$ cat config.mk
export PLATFORM = sky130hd
export DESIGN_NAME = float_to_fixed_sp
export DESIGN_NICKNAME = d
export VERILOG_FILES = /design/src/rtl/float_sp_pkg.sv /design/src/rtl/sll.sv /design/src/rtl/srl.sv /design/src/rtl/float_to_fixed_sp.sv
export SDC_FILE = /design/constraint.sdc
export NUM_CORES = 1
export LEC_CHECK = 0
export BUFFER_PORTS_ARGS = -buffer_cell sky130_fd_sc_hd__buf_2
export CORE_MARGIN = 2
export CORE_UTILIZATION = 40
export DETAILED_ROUTE_END_ITERATION = 7
export GPL_TIMING_DRIVEN = 0
export REMOVE_ABC_BUFFERS = 1
export SYNTH_ARGS = -nofsm -noshare
export SYNTH_HDL_FRONTEND = slang
export SYNTH_SLANG_ARGS = --single-unit
$ cat constraint.sdc
create_clock -name i_CLK -period 7.3 [get_ports i_CLK]
set_clock_uncertainty 0.1 [all_clocks]
set_input_delay 0.365 -clock i_CLK [delete_from_list [all_inputs] [get_ports i_CLK]]
set_output_delay 0.365 -clock i_CLK [all_outputs]
set_load 0.02 [all_outputs]
$ cat src/rtl/float_sp_pkg.sv
// Single-precision float constants and pipeline types shared by the
// float/fixed converters.
package float_sp_pkg;

  localparam int FP_EXP_W = 8;
  localparam int FP_MAN_W = 23;
  localparam int FP_SIG_W = FP_MAN_W + 1;
  localparam int FP_BIAS  = 127;
  localparam int FIXED_W  = 32;

  localparam logic [FP_EXP_W-1:0] FP_EXP_SPECIAL = '1;
  localparam logic [FIXED_W-1:0]  FIXED_POS_SAT  = 32'h7FFF_FFFF;
  localparam logic [FIXED_W-1:0]  FIXED_NEG_SAT  = 32'h8000_0000;

  // Decoded operand held between the classify and shift stages
  typedef struct packed {
    logic                sign;
    logic [FP_EXP_W-1:0] expo;
    logic [FP_SIG_W-1:0] sig;
    logic                is_zero;
    logic                is_special;
    logic                is_nan;
  } s1_t;

  // Unsigned magnitude plus status, before the sign is applied
  typedef struct packed {
    logic               sign;
    logic               is_nan;
    logic               invalid;
    logic               inexact;
    logic [FIXED_W-1:0] mag;
  } s2_t;

  // NaN always clamps positive; otherwise clamp toward the operand's sign
  function automatic logic [FIXED_W-1:0] sat_value(input logic sign, input logic is_nan);
    return (sign && !is_nan) ? FIXED_NEG_SAT : FIXED_POS_SAT;
  endfunction

endpackage

$ cat src/rtl/sll.sv
// Logarithmic logical left barrel shifter.
module sll #(
  parameter int p_DATA_WIDTH = 32
) (
  input  logic [p_DATA_WIDTH-1:0]         i_INPUT,
  input  logic [$clog2(p_DATA_WIDTH)-1:0] i_SHIFT_AMOUNT,
  output logic [p_DATA_WIDTH-1:0]         o_RESULT
);

  localparam int lp_LEVELS = $clog2(p_DATA_WIDTH);

  logic [p_DATA_WIDTH-1:0] level_w [lp_LEVELS+1];

  assign level_w[0] = i_INPUT;

  for (genvar gi = 0; gi < lp_LEVELS; gi++) begin : g_level
    assign level_w[gi+1] = i_SHIFT_AMOUNT[gi] ? (level_w[gi] << (1 << gi)) : level_w[gi];
  end

  assign o_RESULT = level_w[lp_LEVELS];

endmodule

$ cat src/rtl/srl.sv
// Logarithmic logical right barrel shifter.
module srl #(
  parameter int p_DATA_WIDTH = 32
) (
  input  logic [p_DATA_WIDTH-1:0]         i_INPUT,
  input  logic [$clog2(p_DATA_WIDTH)-1:0] i_SHIFT_AMOUNT,
  output logic [p_DATA_WIDTH-1:0]         o_RESULT
);

  localparam int lp_LEVELS = $clog2(p_DATA_WIDTH);

  logic [p_DATA_WIDTH-1:0] level_w [lp_LEVELS+1];

  assign level_w[0] = i_INPUT;

  for (genvar gi = 0; gi < lp_LEVELS; gi++) begin : g_level
    assign level_w[gi+1] = i_SHIFT_AMOUNT[gi] ? (level_w[gi] >> (1 << gi)) : level_w[gi];
  end

  assign o_RESULT = level_w[lp_LEVELS];

endmodule

$ cat src/rtl/float_to_fixed_sp.sv
// Pipelined IEEE-754 single-precision to 32-bit signed integer converter,
// truncating toward zero, with optional saturation of invalid results.
module float_to_fixed_sp
  import float_sp_pkg::*;
#(
  parameter int p_SATURATE = 1
) (
  input  logic               i_CLK,
  input  logic               i_RST,
  input  logic               i_VALID,
  input  logic [31:0]        i_FLOAT_WORD,
  output logic               o_VALID,
  output logic signed [31:0] o_FIXED_WORD,
  output logic               o_INVALID,
  output logic               o_INEXACT
);

  localparam int lp_SH_W = $clog2(FIXED_W);

  logic [2:0]               valid_reg;
  logic [31:0]              in_word_reg;
  s1_t                      s1_reg, s1_next;
  s2_t                      s2_reg, s2_next;
  logic signed [FP_EXP_W:0] e_val;
  logic [lp_SH_W-1:0]       srl_amt, sll_amt;
  logic [FIXED_W-1:0]       sig_ext, srl_out, sll_out, drop_mask;
  logic [FIXED_W-1:0]       fixed_next;
  logic                     invalid_next, inexact_next;

  // Valid shift chain: capture, classify, shift; the output register is the last tap
  always_ff @(posedge i_CLK) begin
    if (i_RST) begin
      valid_reg <= '0;
    end else begin
      valid_reg <= {valid_reg[1:0], i_VALID};
    end
  end

  always_ff @(posedge i_CLK) begin
    if (i_RST) begin
      in_word_reg <= '0;
    end else if (i_VALID) begin
      in_word_reg <= i_FLOAT_WORD;
    end
  end

  always_comb begin
    s1_next            = '0;
    s1_next.sign       = in_word_reg[FIXED_W-1];
    s1_next.expo       = in_word_reg[FP_MAN_W +: FP_EXP_W];
    s1_next.sig        = {1'b1, in_word_reg[FP_MAN_W-1:0]};
    s1_next.is_zero    = (s1_next.expo == '0);
    s1_next.is_special = (s1_next.expo == FP_EXP_SPECIAL);
    s1_next.is_nan     = s1_next.is_special && (in_word_reg[FP_MAN_W-1:0] != '0);
  end

  always_ff @(posedge i_CLK) begin
    if (i_RST) begin
      s1_reg <= '0;
    end else if (valid_reg[0]) begin
      s1_reg <= s1_next;
    end
  end

  assign e_val     = $signed({1'b0, s1_reg.expo}) - $signed((FP_EXP_W+1)'(FP_BIAS));
  assign sig_ext   = {{(FIXED_W-FP_SIG_W){1'b0}}, s1_reg.sig};
  assign srl_amt   = lp_SH_W'(FP_MAN_W) - e_val[lp_SH_W-1:0];
  assign sll_amt   = e_val[lp_SH_W-1:0] - lp_SH_W'(FP_MAN_W);
  assign drop_mask = ~({FIXED_W{1'b1}} << srl_amt);

  srl #(.p_DATA_WIDTH(FIXED_W)) u_srl (
    .i_INPUT        (sig_ext),
    .i_SHIFT_AMOUNT (srl_amt),
    .o_RESULT       (srl_out)
  );

  sll #(.p_DATA_WIDTH(FIXED_W)) u_sll (
    .i_INPUT        (sig_ext),
    .i_SHIFT_AMOUNT (sll_amt),
    .o_RESULT       (sll_out)
  );

  always_comb begin
    s2_next        = '0;
    s2_next.sign   = s1_reg.sign;
    s2_next.is_nan = s1_reg.is_nan;
    if (s1_reg.is_zero) begin
      s2_next.inexact = (s1_reg.sig[FP_MAN_W-1:0] != '0);
    end else if (s1_reg.is_special) begin
      s2_next.invalid = 1'b1;
    end else if (e_val[FP_EXP_W]) begin
      // Whole significand lies below the binary point; its hidden 1 is lost
      s2_next.inexact = 1'b1;
    end else if (e_val <= 9'sd23) begin
      s2_next.mag     = srl_out;
      s2_next.inexact = |(sig_ext & drop_mask);
    end else if (e_val <= 9'sd30) begin
      s2_next.mag = sll_out;
    end else if (e_val == 9'sd31 && s1_reg.sign && s1_reg.sig[FP_MAN_W-1:0] == '0) begin
      // -2^31 is the one magnitude of 2^31 that fits
      s2_next.mag = FIXED_NEG_SAT;
    end else begin
      s2_next.invalid = 1'b1;
    end
  end

  always_ff @(posedge i_CLK) begin
    if (i_RST) begin
      s2_reg <= '0;
    end else if (valid_reg[1]) begin
      s2_reg <= s2_next;
    end
  end

  always_comb begin
    fixed_next   = '0;
    invalid_next = s2_reg.invalid;
    inexact_next = 1'b0;
    if (s2_reg.invalid) begin
      if (p_SATURATE != 0) begin
        fixed_next = sat_value(s2_reg.sign, s2_reg.is_nan);
      end
    end else begin
      fixed_next   = s2_reg.sign ? (~s2_reg.mag + 1'b1) : s2_reg.mag;
      inexact_next = s2_reg.inexact;
    end
  end

  always_ff @(posedge i_CLK) begin
    if (i_RST) begin
      o_VALID      <= 1'b0;
      o_FIXED_WORD <= '0;
      o_INVALID    <= 1'b0;
      o_INEXACT    <= 1'b0;
    end else begin
      o_VALID <= valid_reg[2];
      if (valid_reg[2]) begin
        o_FIXED_WORD <= fixed_next;
        o_INVALID    <= invalid_next;
        o_INEXACT    <= inexact_next;
      end
    end
  end

endmodule

==> reports/qor.txt, run 1 <==
Synth warn -> 0
Slew Limit Fails -> 0
Worst path arrival time -> 5.93 ns
Met3 WL -> 1510 µm
CP Capture Type -> flip-flop
Worst relative slew slack -> 13.7%
First-pass GRT wire length -> 42400 µm
Antenna violations before repair -> 0
Final setup viols -> 0
Rows -> 55
Core Util, Final -> 45.2%
Worst Path Required -> 7.56 ns
Crit path launch type -> flip-flop
Port bufs -> 69
Number of max-cap violations -> 0
Max reg flops -> 36
Drt drc -> 0
Antenna Cells -> 0
Setup Fix Bufs, Post-CTS -> 0
Area after DPL -> 9490 µm²
Share of cells above drive strength 1 -> 16.8%
Vias per cell -> 5.92
Flops & latches, synth -> 142
Die footprint -> 23900 µm²
Post-CTS Hold Buffers -> 0
DR pass1 iterations -> 5
Number of gates resized after cts -> 0
Worst-Margin Slew -> 1.29 ns
CTS root buf -> clkbuf_16
Clk sinks -> 142
Status -> completed
Worst path bufs/invs -> 2
Asr flop ratio synth -> 0%
Hold Crit Class -> input pin to flip-flop
Inst Count DP -> 1339
Register area share after synthesis -> 31.4%
Post-route ant nets -> 0
Minimum clock period -> 5.67 ns
Tcrit/Tclk final -> 77.7%
CTS tree -> built
Total track usage -> 22.2%
Fin cells -> 1371
Clock Latency Late Sink -> 0.43 ns
Die Y -> 154 µm
Slowest cell on crit path -> ha_4
Finished Cell Area -> 10100 µm²
Routability congestion estimate from global placement -> 0.972
Routed len/inst -> 19.3 µm
Vias in the first global route -> 7372
PwrDens -> 193 nW/µm²
Clock buffer depth -> 2
Predominant post-synthesis flop cell -> dfxtp_1
Metal-1 WL -> 12600 µm
RSZ-0062 raised after global routing -> no
CTS buffer count -> 17
Synth cell types -> 73
DR WL met2 -> 11800 µm
Die Wd -> 154 µm
Routed WL -> 26400 µm
Mapped cell area -> 9060 µm²
Initial core utilization -> 40.4%
Area growth, synth to finish -> 11.9%
Power Total -> 1960 µW
Top Layer Used -> met4
Synth Area per Inst -> 8.40 µm²
Vias -> 8121
CP Cell Sequence -> buf_12 -> clkinv_1 -> ha_4 -> nor2_1 -> a21oi_2 -> xor2_2 -> mux2i_1 -> mux2i_1 -> o21ai_0 -> o21ai_1
Commonest non-fill, non-tap cell in the layout -> nor2_1
Crit Path Max Fanout -> 70
Largest net degree at the start of global routing -> 71
Fmax -> 176 MHz
CTS clock-pin slew for the worst setup and hold paths -> 0.07 ns
VDD IR-drop max -> 0.176 mV
Core area -> 22400 µm²
EDFF count, synth -> 0
Final net count -> 1115
Critical path type -> flip-flop to flip-flop
Ports -> 70
Commonest non-fill, non-tap cells in the layout -> nor2_1, dfxtp_1, nand2_1
Synth Instances -> 1078
HPWL Detailed -> 18800 µm
H-tree depth -> 4
Final Hold Fails -> 0
Family with the most delay on the worst path -> adder cells
Leakage -> 0.00416 µW
CP dominant cell by count -> mux2i_1
GRT overflow -> 0
Crit path largest cell delay -> 1.24 ns
Drt initial violations -> 820
report_power, final:
group / switching [µW] / internal, µW / total, µW / leakage [µW]
Combinational: 112 / 77.1 / 189 / 0.00270
Clock: 367 / 577 / 943 / 0.000305
Sequential: 29.1 / 794 / 823 / 0.00115
Total: 508 / 1450 / 1960 / 0.00416
through the flow:
step                TNS (ns)  setup slack [ns]  hold slack [ns]
floorplan                  0             0.284            0.332
CTS                        0              1.68           0.0546
finish                     0              1.63           0.0653
global placement      -50.52             -1.83            0.347
detailed placement         0              1.72            0.352
global route               0              1.28           0.0645
final timing paths:
| check | cells past startpoint | to | from | slack, ns |
|---|---|---|---|---|
| hold / removal | 3 | in_word_reg[20]$_SDFFE_PP0P_ | i_FLOAT_WORD[20] | 0.07 |
| setup reg to reg | 10 | s2_reg[30]$_SDFFE_PP0P_ | s1_reg[27]$_SDFFE_PP0P_ | 1.63 |
| setup / recovery | 10 | s2_reg[30]$_SDFFE_PP0P_ | s1_reg[27]$_SDFFE_PP0P_ | 1.63 |
| hold reg to reg | 2 | o_FIXED_WORD[31]$_SDFFE_PP0P_ | o_FIXED_WORD[31]$_SDFFE_PP0P_ | 0.36 |
worst min-delay path, cell delays in order:
cell	delay (ns)
buf_2	0.07
mux2i_1	0.05
nor2_1	0.07
metal layers:
metal / track usage, % / vias up
li1: - / 3954
met1: 32.0 / 3829
met2: 34.5 / 300
met3: 3.64 / 38
met4: 6.13 / 0
met5: 0 / -
kinds of logic after synthesis:
family | share of synthesized area [%]
flip-flops | 31.4
multiplexers | 21.7
AO/OA/AOI/OAI | 18.5
AND/OR/NAND/NOR | 18.5
buffers and inverters | 4.97
adder cells (fa/ha/maj) | 0.967
XOR/XNOR | 3.98
area by class of cell:
type,count,area (µm²)
Clock buffer,17,425
Clock inverter,15,206
Fill cell,2277,12300
Inverter,13,48.8
Multi-Input combinational cell,825,5800
Sequential cell,142,2850
Tap cell,285,357
Timing Repair Buffer,74,445
synth_stat cells (all sizes together), types with 5 or more instances:
library cell	instances	area, µm²
a31oi	11	68.8
nor4	21	144
mux2i	115	1150
o21ai	54	270
a211oi	6	50.1
a211o	7	61.3
xnor2	20	198
a22oi	7	52.6
or4	8	67.6
a221oi	15	131
o41ai	10	95.1
inv	12	45.1
xor2	16	163
nor3	14	95.1
a32oi	11	96.3
clkbuf	66	248
o211ai	10	75.1
buf	32	154
o31ai	10	85.1
and2	6	37.5
a21oi	59	299
mux4	27	608
nand3	22	110
o22ai	13	81.3
a21o	5	37.5
dfxtp	142	2840
mux2	18	203
nand2	120	450
nor2	151	567
ha	7	87.6
nand4	10	62.6
and3	5	31.3
(Power assumes the default switching activity.)
==> run 2, diff against run 1 <==
--- a/config.mk
+++ b/config.mk
@@ -5,6 +5,7 @@
 export SDC_FILE = /design/constraint.sdc
 export NUM_CORES = 1
 export LEC_CHECK = 0
+export ABC_AREA = 1
 export BUFFER_PORTS_ARGS = -buffer_cell sky130_fd_sc_hd__buf_2
 export CORE_MARGIN = 2
 export CORE_UTILIZATION = 40
==> constraint.sdc (replaced) <==
create_clock -name i_CLK -period 5.5 [get_ports i_CLK]
set_clock_uncertainty 0.1 [all_clocks]
set_input_delay 0.275 -clock i_CLK [delete_from_list [all_inputs] [get_ports i_CLK]]
set_output_delay 0.275 -clock i_CLK [all_outputs]
set_load 0.02 [all_outputs]
==> reports/qor.txt, run 2 <==
EDFF count, synth -> 0 (unchanged)
Final Hold Fails -> 0 (unchanged)
Synth top cells by count -> nand2_1, nand3_1, a21oi_1, dfxtp_1, inv_1
CP Capture Type -> flip-flop
Drt drc -> 0 (unchanged)
PwrDens -> 282 nW/µm² (+46%)
Crit path largest cell delay -> 1.04 ns (-0.20 ns)
Tcrit/Tclk final -> 90.4% (+13 points)
Vias in the first global route -> 9401 (+28%)
Antenna violations before repair -> 0 (unchanged)
Crit path launch type -> flip-flop
Share of the synthesized area in the top cell type -> 29.8% (-1.6 points)
Crit Path Max Fanout -> 41 (-41%)
Share of cells above drive strength 1 -> 8.92% (-7.8 points)
VDD IR-drop max -> 0.254 mV (+45%)
CTS tree -> built
Clk sinks -> 142 (unchanged)
Number of max-cap violations -> 0 (unchanged)
First-pass GRT wire length -> 49000 µm (+15%)
Asr flop ratio synth -> 0% (unchanged)
Status -> completed
Top cells by area, synth -> dfxtp_1, nand2_1, nand3_1
Core area -> 23500 µm² (+4.6%)
Initial core utilization -> 40.7% (+0.28 points)
Hold Crit Class -> input pin to flip-flop
# fillers -> 2600 (+14%)
Final hold slack -> 0.00772 ns (-0.0576 ns)
Post-route ant nets -> 0 (unchanged)
Synth warn -> 0 (unchanged)
Clock Latency Late Sink -> 0.44 ns (about the same)
Commonest non-fill, non-tap cell in the layout -> nand2_1
H-tree depth -> 4 (unchanged)
Worst Path Required -> 5.76 ns (-1.80 ns)
Max reg flops -> 36 (unchanged)
CTS root buf -> clkbuf_16
Setup Fix Bufs, Post-CTS -> 0 (unchanged)
Rows -> 56 (+1.8%)
Setup ws final -> 0.529 ns (-1.10 ns)
GRT overflow -> 0 (unchanged)
CP Cell Sequence -> inv_4 -> ha_1 -> inv_1 -> nand2_1 -> nand2_2 -> nand2_1 -> nand3_1 -> nand2_1 -> nand2_1 -> nor2_1 -> nand2_1 -> nand2_1 -> nand3_1 -> a21oi_1
Drt initial violations -> 823 (+0.37%)
Mapped cell area -> 9540 µm² (+5.4%)
Die footprint -> 25100 µm² (+5.2%)
Family with the most delay on the worst path -> simple AND/OR/NAND/NOR gates
Clock buffer depth -> 2 (unchanged)
CP dominant cell by count -> nand2_1
Worst relative slew slack -> 11.1% (-2.6 points)
Antenna Cells -> 0 (unchanged)
Vias per cell -> 5.42 (-8.5%)
Worst path arrival time -> 5.23 ns (-0.70 ns)
RSZ-0062 raised after global routing -> no
Die Wd -> 158 µm (+2.6%)
Fin Setup TNS -> 0 ns (unchanged)
Slew Limit Fails -> 0 (unchanged)
Leakage -> 0.00479 µW (+15%)
Ports -> 70 (unchanged)
Worst path bufs/invs -> 2 (unchanged)
Synth Instances -> 1610 (+49%)
Vias -> 10500 (+30%)
Commonest non-fill, non-tap cells in the layout -> nand2_1, nand3_1, a21oi_1
Port bufs -> 69 (unchanged)
Synth Area per Inst -> 5.93 µm² (-29%)
Register area share after synthesis -> 29.8% (-1.6 points)
Most common cell in the netlist -> nand2_1
Largest net degree at the start of global routing -> 77 (+8.5%)
Final setup viols -> 0 (unchanged)
Routability congestion estimate from global placement -> 0.933 (-4.0%)
CTS buffer count -> 17 (unchanged)
Area growth, synth to finish -> 10.3%
Slowest cell on crit path -> ha_1
Synth cell types -> 46 (-37%)
Area after DPL -> 9870 µm² (+4.0%)
CTS clock-pin slew for the worst setup and hold paths -> 0.08 ns (about the same)
DR pass1 iterations -> 5 (unchanged)
Critical path type -> flip-flop to flip-flop
Worst-Margin Slew -> 1.33 ns (+0.0380 ns)
Final net count -> 1654 (+48%)
Routed len/inst -> 15.7 µm (-18%)
Flops & latches, synth -> 142 (unchanged)
HPWL Detailed -> 22300 µm (+18%)
Routed WL -> 30500 µm (+16%)
Fmax -> 201 MHz (+14%)
Predominant post-synthesis flop cell -> dfxtp_1
Cell accounting for the most synthesized area -> dfxtp_1
Minimum clock period -> 4.97 ns (-0.703 ns)
Total track usage -> 24.8% (+2.6 points)
Die Y -> 158 µm (+2.6%)
Pre-CTS WS -> 0.709 ns (-1.01 ns)
Finished Cell Area -> 10500 µm² (+3.9%)
==> run 2: cell count changes after synthesis, sizes merged, moves of 17 or more <==
cell and change:
xnor2 -19, mux4 -27, a21oi +85, clkbuf -17
mux2i -115, mux2 -18, nand3 +236, nand2 +393
inv +119, nor2 -34, o21ai +71
==> run 2: layout make-up <==
cell class | count | area (µm²) | share of cell area [%]
clock inverter | 14 | 176 | 1.68
tap | 319 | 399 | 3.79
clock buffer | 18 | 429 | 4.08
inverter | 132 | 503 | 4.78
multi-input combinational | 1243 | 5750 | 54.6
sequential | 142 | 2850 | 27.0
timing repair buffer | 76 | 428 | 4.07
==> run 2: worst min-delay path: cells and delay by family <==
family	cells	cell delay, ns
buffers and inverters	1	0.07
AO/OA/AOI/OAI	2	0.17
==> run 2: power breakdown <==
group          internal (µW)  leakage [µW]  switching [µW]
sequential              1060       0.00116            46.0
combinational            184       0.00334             452
clock                    687      0.000287             532
==> run 2: kinds of logic after synthesis <==
| family | after synthesis | share of synthesized area, % |
|---|---|---|
| flops | 142 | 29.8 |
| compound gates | 304 | 16.8 |
| buf+inv | 225 | 10.1 |
| fa+ha+maj | 7 | 0.918 |
| simple gates | 930 | 42.3 |
| xor+xnor | 2 | 0.184 |
==> run 2: worst paths after layout <==
kind | startpoint | end | slack [ns] | depth (start not counted)
max reg2reg | s1_reg[27]$_SDFFE_PP0P_ | s2_reg[10]$_SDFFE_PP0P_ | 0.53 | 14
min reg2reg | in_word_reg[12]$_SDFFE_PP0P_ | s1_reg[15]$_SDFFE_PP0P_ | 0.36 | 2
max | s1_reg[27]$_SDFFE_PP0P_ | s2_reg[10]$_SDFFE_PP0P_ | 0.53 | 14
min | i_FLOAT_WORD[15] | in_word_reg[15]$_SDFFE_PP0P_ | 0.008 | 3
==> run 2: timing repair <==
action / CTS / global route
resized for setup: 0 / 0
hold endpoints to repair: 5 / 0
hold buffers: 5 / 0
==> run 2: per-layer routing <==
| layer | part of all wire (%) | up-vias | global-route usage [%] |
|---|---|---|---|
| met5 | 0 | - | 0 |
| met4 | 2.3 | 0 | 8.07 |
| met3 | 4.9 | 53 | 4.27 |
| met2 | 46 | 282 | 39.9 |
| met1 | 47 | 4887 | 33.8 |
| li1 | - | 5319 | - |
==> run 2: stage by stage <==
step                cells  util (%)  power [µW]
floorplan            1517         -        1550
global placement     1905      41.9        1750
detailed placement   1907      42.0        1750
CTS                  1944      44.8        2970
global route         1944      44.8        3110
finish               1944      44.8        2970
==> run 3, diff against run 2 <==
--- a/config.mk
+++ b/config.mk
@@ -8,9 +8,10 @@
 export ABC_AREA = 1
 export BUFFER_PORTS_ARGS = -buffer_cell sky130_fd_sc_hd__buf_2
 export CORE_MARGIN = 2
-export CORE_UTILIZATION = 40
+export CORE_UTILIZATION = 55
 export DETAILED_ROUTE_END_ITERATION = 7
 export GPL_TIMING_DRIVEN = 0
+export PLACE_DENSITY = 0.74
 export REMOVE_ABC_BUFFERS = 1
 export SYNTH_ARGS = -nofsm -noshare
 export SYNTH_HDL_FRONTEND = slang
==> reports/qor.txt, run 3 (same netlist as run 2, synthesis figures left out) <==
Worst Path Required -> 5.76 ns (about the same)
Met1 GRT Util -> 44.5% (+11 points)
Routability congestion estimate from global placement -> 1.04 (+12%)
Tcrit/Tclk final -> 84.6% (-5.8 points)
Status -> completed
Antenna violations before repair -> 0 (unchanged)
Clock Latency Late Sink -> 0.44 ns (about the same)
Clk pwr share -> 39.7% (-1.4 points)
Minimum clock period -> 4.65 ns (-0.317 ns)
Core area -> 17100 µm² (-27%)
First-pass GRT wire length -> 47200 µm (-3.7%)
Finished Cell Area -> 10400 µm² (-1.4%)
H-tree depth -> 4 (unchanged)
Die Wd -> 136 µm (-14%)
Worst setup path endpoint -> s2_reg[6]$_SDFFE_PP0P_
Clock buffer depth -> 2 (unchanged)
HPWL Detailed -> 21300 µm (-4.2%)
Drt drc -> 0 (unchanged)
Fin cells -> 1849 (-4.9%)
Crit path launch type -> flip-flop
Slew Limit Fails -> 0 (unchanged)
Largest net degree at the start of global routing -> 77 (unchanged)
Cells on worst reg2reg path -> 14 (unchanged)
Vias in the first global route -> 9395 (-0.064%)
HP Start -> i_FLOAT_WORD[28]
Area growth, synth to finish -> 8.82%
Inst Count DP -> 1813 (-4.9%)
CTS tree -> built
Post-route ant nets -> 0 (unchanged)
Net Sw Frac -> 34.7% (about the same)
Drt initial violations -> 948 (+15%)
Antenna Cells -> 0 (unchanged)
Worst path arrival time -> 4.91 ns (-0.32 ns)
Final setup viols -> 0 (unchanged)
Routed len/inst -> 15.7 µm (+0.28%)
Max reg flops -> 36 (unchanged)
Vias -> 10600 (+1.0%)
Crit Path Max Fanout -> 41 (unchanged)
Vias per cell -> 5.76 (+6.2%)
Number of max-cap violations -> 0 (unchanged)
Fmax -> 215 MHz (+6.8%)
Reg-to-Reg Start -> s1_reg[27]$_SDFFE_PP0P_
PwrDens -> 278 nW/µm² (-1.2%)
Commonest non-fill, non-tap cells in the layout -> nand2_1, nand3_1, a21oi_1
Routed WL -> 29100 µm (-4.6%)
Worst r2r dst -> s2_reg[6]$_SDFFE_PP0P_
CTS clock-pin slew for the worst setup and hold paths -> 0.07 ns (about the same)
Total track usage -> 32.2% (+7.3 points)
Final net count -> 1654 (unchanged)
GRT overflow -> 0 (unchanged)
Area after DPL -> 9750 µm² (-1.2%)
VDD IR-drop max -> 0.266 mV (+4.8%)
DR pass1 iterations -> 5 (unchanged)
Leakage -> 0.00477 µW (-0.24%)
Final Hold Fails -> 0 (unchanged)
CTS root buf -> clkbuf_16
Final hold slack -> 0.0163 ns (+0.00853 ns)
Die footprint -> 18400 µm² (-27%)
Worst setup path startpoint -> s1_reg[27]$_SDFFE_PP0P_
Share of cells above drive strength 1 -> 8.93% (about the same)
Ports -> 70 (unchanged)
CP Capture Type -> flip-flop
Power Total -> 2890 µW (-2.5%)
Internal reg-to-reg setup slack -> 0.85 ns (+0.32 ns)
CTS buffer count -> 17 (unchanged)
GR Layer Usage met3 -> 5.69% (+1.4 points)
GR Util met2 -> 50.5% (+11 points)
Gr busiest metal -> met2
Worst relative slew slack -> 11.8% (+0.72 points)
Commonest non-fill, non-tap cell in the layout -> nand2_1
Die Y -> 136 µm (-14%)
Initial core utilization -> 55.7% (+15 points)
Psw -> 1000 µW (-2.5%)
Worst-Margin Slew -> 1.32 ns (-0.0107 ns)
Clk sinks -> 142 (unchanged)
Share of power burned in registers -> 38.4% (+1.0 points)
Fin Setup TNS -> 0 ns (unchanged)
Comb pwr share -> 21.9% (+0.5 points)
Rows -> 48 (-14%)
Internal power -> 1890 µW (-2.5%)
Number of gates resized after cts -> 0 (unchanged)
Critical path type -> flip-flop to flip-flop
Hold Crit Class -> input pin to flip-flop
Port bufs -> 69 (unchanged)
RSZ-0062 raised after global routing -> no
==> run 3: cell types whose count changed in the layout (fill, tap and decap cells not counted), sizes merged <==
cell and delta:
bufinv -1, clkbuf -1, clkinv +2, inv -1
==> run 3: power by group through the flow <==
stage	Clock, µW	Sequential (µW)	Combinational (µW)
after CTS	1150	1110	616
after global placement	0	1130	604
after global routing	1200	1120	708
final	1150	1110	632
after detailed placement	0	1130	610
after floorplan	0	1120	437
==> run 3: cell type report <==
type                    instances  area [µm²]
well taps                     225         282
flip-flops and latches        142        2850
clock buffers                  17         425
multi-input cells            1243        5750
repair buffers                 76         428
clock inverters                14         155
inverters                     132         503
fillers                      1745        6730
==> run 3: worst min-delay path by stage <==
stage | to | slack (ns) | depth (start not counted)
2_1_floorplan | s2_reg[30]$_SDFFE_PP0P_ | 0.24 | 1
3_3_place_gp | o_FIXED_WORD[31]$_SDFFE_PP0P_ | 0.35 | 2
3_5_place_dp | o_FIXED_WORD[31]$_SDFFE_PP0P_ | 0.35 | 2
4_1_cts | in_word_reg[28]$_SDFFE_PP0P_ | 0.009 | 3
5_1_grt | in_word_reg[23]$_SDFFE_PP0P_ | 0.03 | 3
6_report | in_word_reg[28]$_SDFFE_PP0P_ | 0.02 | 3
==> run 3: layer usage <==
layer / share of wire [%] / vias up / wire length, µm
li1: - / 5314 / -
met1: 45 / 4888 / 13200
met2: 45 / 392 / 13100
met3: 7.0 / 53 / 2050
met4: 2.5 / 0 / 742
met5: 0 / - / 0
==> run 3: worst max-delay path, cell delays in order (launching register included) <==
cell     delay (ns)
dfxtp_2        0.85
inv_4          0.28
ha_1           0.97
inv_1          0.65
nand2_1        0.30
nand2_2        0.30
nand2_1        0.18
nand3_1        0.11
nand2_1        0.15
nand2_1        0.06
nor2_1         0.23
nand2_1        0.09
nand2_1        0.07
nand3_1        0.07
a21oi_1        0.11
==> run 3: through the flow <==
| stage | setup WS (ns) | utilization (%) |
|---|---|---|
| after global placement | 0.334 | 56.7 |
| after detailed placement | 0.424 | 57.0 |
| final | 0.846 | 60.7 |
| after floorplan | 1.73 | - |
| after global routing | 0.427 | 60.7 |
| after CTS | 0.380 | 60.6 |
==> run 3: repair_timing <==
action	in CTS	in global routing
hold endpoints to repair	5	0
setup buffers	0	0
hold buffers	5	0
